<file path="config.mk">
export PLATFORM = sky130hd
export DESIGN_NAME = sipo
export DESIGN_NICKNAME = d
export VERILOG_FILES = /design/src/rtl/sipo.sv
export SDC_FILE = /design/constraint.sdc
export NUM_CORES = 1
export LEC_CHECK = 0
export BUFFER_PORTS_ARGS = -buffer_cell sky130_fd_sc_hd__buf_4
export CAP_MARGIN = 20
export CORE_AREA = 2 2 39 41
export DETAILED_ROUTE_END_ITERATION = 8
export DIE_AREA = 0 0 41 43
export PLACE_DENSITY = 0.46
export SLEW_MARGIN = 20
export SYNTH_ARGS = -nofsm -noshare
export SYNTH_HDL_FRONTEND = slang
export SYNTH_SLANG_ARGS = --single-unit
</file>
<file path="constraint.sdc">
create_clock -name clk -period 0.8 [get_ports clk]
set_clock_uncertainty 0.05 [all_clocks]
set_input_delay 0.16 -clock clk [delete_from_list [all_inputs] [get_ports clk]]
set_output_delay 0.16 -clock clk [all_outputs]
set_load 0.05 [all_outputs]
</file>
<file path="src/rtl/sipo.sv">
// sipo: serial-in, parallel-out shift register with LSB-in shifting by default.
// Defining SIPO_MSB_IN_EN makes new bits enter at the MSB and shift right.
module sipo #(
  parameter int WIDTH = 8
) (
  input  logic             data,
  input  logic             clk,
  input  logic             rst,
  output logic [WIDTH-1:0] op
);
  logic [WIDTH-1:0] sr;
  always_ff @(posedge clk)
    if (rst) sr <= '0;
`ifdef SIPO_MSB_IN_EN
    else sr <= {data, sr[WIDTH-1:1]};
`else
    else sr <= {sr[WIDTH-2:0], data};
`endif
  assign op = sr;
endmodule

</file>
---- Word-level counts from Yosys, hierarchy flattened ----
Cells that the tools add are included.
storage, ports and cells
  bits in registers ....................... 8
  output and inout bits ................... 8

---- Longest topological paths before layout ----
Gate-level depths: netlist (run 1).
  word-level depth ........................ 0
  mapped depth ............................ 1
  mapped depth without buffers ............ 1

---- Worst setup path after synthesis (run 1) ----
Ideal clock, no wire load.
  path type ............................... flip-flop to flip-flop
  start point ............................. register sr[0] (netlist: op[0])
  end point ............................... register sr[1] (netlist: op[1])
  setup time .............................. 66 ps
  data arrival time ....................... 772 ps
  required time ........................... 684 ps
  slack ................................... -88 ps
  cell stages (with the launch flop) ...... 2
  period minus slack after synthesis ...... 888 ps
  cell sequence ........................... dfxtp_1 -> nor2b_1
RTL lines
  element                   line  RTL
  start: declaration        11    logic [WIDTH-1:0] sr;
  start signal: assignment  17    else sr <= {sr[WIDTH-2:0], data};
No word-level cell between the ends.

---- Final worst setup path (run 1) ----
  start point ............................. register sr[0] (netlist: op[0])
  end point ............................... output port op[0]
RTL lines
  element           line  RTL
  end: declaration  9     output logic [WIDTH-1:0] op
No word-level cell between the ends.

==> metrics.txt, run 1 <==
Post-CTS Setup Inserts 0; average wire per standard cell 9.20 µm; layout cells sized above 1 roughly 72%; dpl cell area between 300 and 400 µm²; CTS root buf clkbuf_4; DIE WIDTH around 40 µm; syn nets 19; Setup-failing EPs final 8; Worst Path Max Fanout 2; min cycle time layout between 900 and 1000 ps; Sw Ratio between 20% and 30%; # clock sinks 8; Detailed Route WL between 400 and 500 µm; Period Utilization, post-route 118%; Final Hold Viols 0; RSZ-0062 raised after global routing yes; fill cell count 142; largest net degree at the start of global routing 9; commonest cells after routing, fill and taps aside nor2b_1, dfxtp_2, buf_8; Area Overhead vs Synth 87.5%; leading post-synthesis cells by cell area dfxtp_1, nor2b_1; critical path's slowest cell dfxtp_2; worst vdd ir 0.946 mV; power per cell area 1960 mW/mm²; grt total ovfl 0; failing checks negative setup slack; YS warnings 0; Antenna diodes 0; P_sw 165 µW; Yosys cell types 2; CORE AREA about 0.0014 mm²; DIE AREA 0.00176 mm²; H-tree depth 1; Die Span Y about 43 µm; post-DR vias/cell 3.53; CTS tree done; Worst Hold Class input port to flop; crit path buf inv count 1; Finished Cell Area ~390 µm²; cell count after synthesis 16; Max stage delay on crit path between 300 and 400 ps; combinational share of power between 8 and 9%; Seq/Total Area, Yosys 76.2%; Total GRT Usage ~6.4%; worst skew pair latency roughly 240 ps; WP data required ~590 ps; DP Worst Slack approximately 88 ps; maxcap violations 0; CTS buffer count 3; clock power share between 30 and 40%; Placer Congestion 0.508; critical path arrival 730 ps; Final nets 34; Power Internal between 600 and 700 µW; first-pass GRT wire length about 660 µm; initial antenna violation count 0; fin. max-slew vios 0; Fmax ~1100 MHz; top-area cell type share of the netlist area about 76%; antenna viol nets, final 0; clock buffer depth 2; FF-to-FF Start op[0]; Vias about 160; max reg flops 8; status complete, but fails checks; Synth Cell Area ~210 µm²; CP top delay family flip-flops; first drt pass iteration count 1; 1st-iter DRT viols 0; DRC viols 0; I/O pins 11; CP Launch Point op[0]; largest area contributor in the netlist dfxtp_1; final hold slack roughly 78 ps; Hold Startpoint rst; setup ws final -142 ps; slew margin rel. between 90% and 100%; initial core utilization 15.2%; element type at the critical path end primary output; crit path cell chain buf_8; hold_buf cts 0; vias in the first global route ~150; placement row count 14; syn_area_per_cell approximately 13 µm²; Flop pwr share between 50% and 60%; post-synthesis register bit count 8; worst slew pin tran 101 ps; Worst-path clk slew 50 ps; Setup Crit Path Kind flop to primary output; Port Buf Inserts 10; crit start category flop; P_leak 0.167 nW
==> routing by layer <==
metal / share of wire (%) / track usage (%) / wire, µm / vias to the layer above
met3: 17 / 9.42 / 70 / 0
met4: 0 / 2.00 / 0 / 0
met5: 0 / 0 / 0 / -
met1: 35 / 5.52 / 143 / 72
met2: 48 / 8.13 / 200 / 13
li1: - / - / - / 74
==> cells by family after synthesis <==
logic type and share of synthesized area, %:
AND/OR/NAND/NOR 23.8, flip-flops 76.2
==> per-stage QoR <==
stage	power [mW]	setup TNS, ps	instances	util, %
finish	0.774	-1060	45	28.5
global route	0.825	-1370	45	28.5
CTS	0.789	-1160	45	27.9
detailed placement	0.480	0	42	22.7
global placement	0.477	0	42	22.7
floorplan	0.453	0	16	-
==> area by class of cell <==
type | instances | area [µm²] | share of cell area [%]
clock buffers | 3 | 22.5 | 5.71
multi-input cells | 8 | 50.0 | 12.7
flip-flops and latches | 8 | 170 | 43.2
well taps | 16 | 20.0 | 5.08
repair buffers | 10 | 131 | 33.3
==> synthesized netlist by cell type (all sizes together) <==
cell type / instances
nor2b: 8
dfxtp: 8
==> power groups by stage <==
stage	combinational (mW)	sequential, mW	clock [mW]
2_1_floorplan	0.00537	0.448	0
3_3_place_gp	0.0578	0.420	0
3_5_place_dp	0.0594	0.420	0
4_1_cts	0.0683	0.415	0.306
5_1_grt	0.0719	0.416	0.338
6_report	0.0680	0.415	0.290
==> what timing repair did <==
| item | CTS | global route |
|---|---|---|
| setup endpoints to repair | 8 | 8 |
| gates resized for setup | 14 | 2 |
| hold endpoints to repair | 0 | 0 |
| pin swaps | 0 | 0 |
==> final timing paths <==
kind	end	slack (ps)	cells past startpoint
setup / recovery	op[0]	-140	1
hold / removal	op[0]	80	2
setup reg to reg	op[1]	190	1
hold reg to reg	op[3]	430	1
(Power assumes the default switching activity.)
==> run 2, diff against run 1 <==
Settings changed: PLACE_DENSITY 0.46 to 0.44.
Clock period 0.8 ns to 1.1 ns, I/O delays scaled along.
==> run 2 against run 1 <==
Net effect:
- the run now ends clean
- worst setup slack gained 190 ps
- sequential power shrank 28%
- first-iteration DRC count is the same
- critical path depth is the same
- non-clock buffer count is the same
- highest routed layer unchanged
- cell count is the same
- critical endpoint unchanged
- routed wire length grew 1.9%
- sequential share of layout area grew 5.1 points
- largest power group unchanged
- largest cell class unchanged
- utilization shrank 4.5 points
- sequential cell count is the same
- global-route usage grew 0.40 points
==> metrics.txt, run 2 (synthesis results as in run 1) <==
status finished clean; layout cells sized above 1 44.8% (-28 points); most common cell after layout, fill and taps aside buf_4; Hold Startpoint data; post-placement cell count 42 (unchanged); Cell Count, Final, Fillers Out 45 (unchanged); RSZ-0062 raised after global routing no; hold_buf cts 0 (unchanged); power per cell area 1690 mW/mm² (-14%); Setup-failing EPs final 0 (-8); vias in the first global route 188 (+22%); average wire per standard cell 9.38 µm (+1.9%); P_leak 0.150 nW (-9.9%); Port Buf Inserts 10 (unchanged); Worst-path clk slew 50 ps (about the same); Max stage delay on crit path 330 ps (about the same); crit start category flop; worst skew pair latency 250 ps (about the same); first drt pass iteration count 1 (unchanged); Antenna diodes 0 (unchanged); CTS root buf clkbuf_4; Detailed Route WL 422 µm (+1.9%); Total GRT Usage 6.85% (+0.40 points); Post-CTS Setup Inserts 0 (unchanged); P_sw 123 µW (-25%); final hold slack 137 ps (+59.8 ps); crit path buf inv count 1 (unchanged); first-pass GRT wire length 717 µm (+8.3%); worst slew pin tran 150 ps (+49.1 ps); 1st-iter DRT viols 0 (unchanged); Area Overhead vs Synth 57.7%; Flop pwr share 53.5% (-0.2 points); grt total ovfl 0 (unchanged); Worst Hold Class input port to flop; fin. max-slew vios 0 (unchanged); worst vdd ir 0.510 mV (-46%); Fin Setup TNS 0 ps (+1060 ps); slew margin rel. 90.1% (-3.2 points); CTS buffer count 3 (unchanged); H-tree depth 1 (unchanged); dpl hpwl 305 µm; commonest cells after routing, fill and taps aside buf_4, nor2b_1, dfxtp_1; CORE AREA 0.00138 mm² (unchanged); WP data required 830 ps (+240 ps); critical path arrival 790 ps (+60 ps); initial core utilization 15.2% (unchanged); Worst Path Max Fanout 2 (unchanged); Period Utilization, post-route roughly 96%; DIE WIDTH 41 µm (unchanged); clock power share 38.7% (+1.1 points); Setup Crit Path Kind flop to primary output; Sw Ratio 22.0% (+0.74 points); min cycle time layout 1060 ps; Final nets 34 (unchanged); max reg flops 8 (unchanged); I/O pins 11 (unchanged); post-DR vias/cell 3.67 (+3.8%); CP top delay family flip-flops; Placer Congestion 0.512 (+0.97%); element type at the critical path end primary output; antenna viol nets, final 0 (unchanged); CP Launch Point op[0]; initial antenna violation count 0 (unchanged); clock buffer depth 2 (unchanged); Final Hold Viols 0 (unchanged); Die Span Y 43 µm (unchanged); combinational share of power 7.8% (-1.0 points); critical path's slowest cell dfxtp_1; largest net degree at the start of global routing 9 (unchanged); # clock sinks 8 (unchanged); crit path cell chain buf_4; CTS tree done; DRC viols 0 (unchanged); FF-to-FF Start op[1]; Power Internal 436 µW (-28%); Fmax 948 MHz; placement row count 14 (unchanged); maxcap violations 0 (unchanged); DIE AREA 0.00176 mm² (unchanged); Vias 165 (+3.8%)
[run 2: repair_timing]
item                                    CTS  global route
gates resized for setup                   0             1
hold endpoints to repair                  0             0
endpoints found under the setup margin    0             1
[run 2: layout make-up]
type,instances,area (µm²)
multi-input cells,8,50.0
flip-flops and latches,8,160
fillers,146,1050
repair buffers,10,78.8
clock buffers,3,22.5
well taps,16,20.0
[run 2: metal layers]
metal  GRT usage, %  wire (µm)  up-vias
met1           5.19        171       76
met5              0          0        -
met2           9.69        188       13
met4           4.00          0        0
li1               -          -       76
met3           7.85         62        0
[run 2: final timing paths]
path              cells past startpoint  endpoint  slack, ps
setup / recovery                      1     op[0]         40
hold / removal                        2     op[0]        140
setup reg to reg                      1     op[2]        500
hold reg to reg                       1     op[7]        420
[run 2: through the flow]
stage	power (mW)	setup slack, ps	instance area, µm²	util, %
final	0.559	44.9	332	24.0
after global routing	0.599	3.15	332	24.0
after CTS	0.575	25.7	328	23.7
after detailed placement	0.348	318	305	22.1
after global placement	0.346	334	305	22.1
after floorplan	0.328	212	210	-
[run 2: power by group through the flow]
stage | Combinational (mW) | Clock [mW] | Sequential (mW)
2_1_floorplan | 0.00392 | 0 | 0.325
3_5_place_dp | 0.0429 | 0 | 0.305
3_3_place_gp | 0.0420 | 0 | 0.304
4_1_cts | 0.0430 | 0.233 | 0.299
5_1_grt | 0.0457 | 0.253 | 0.299
6_report | 0.0435 | 0.216 | 0.299
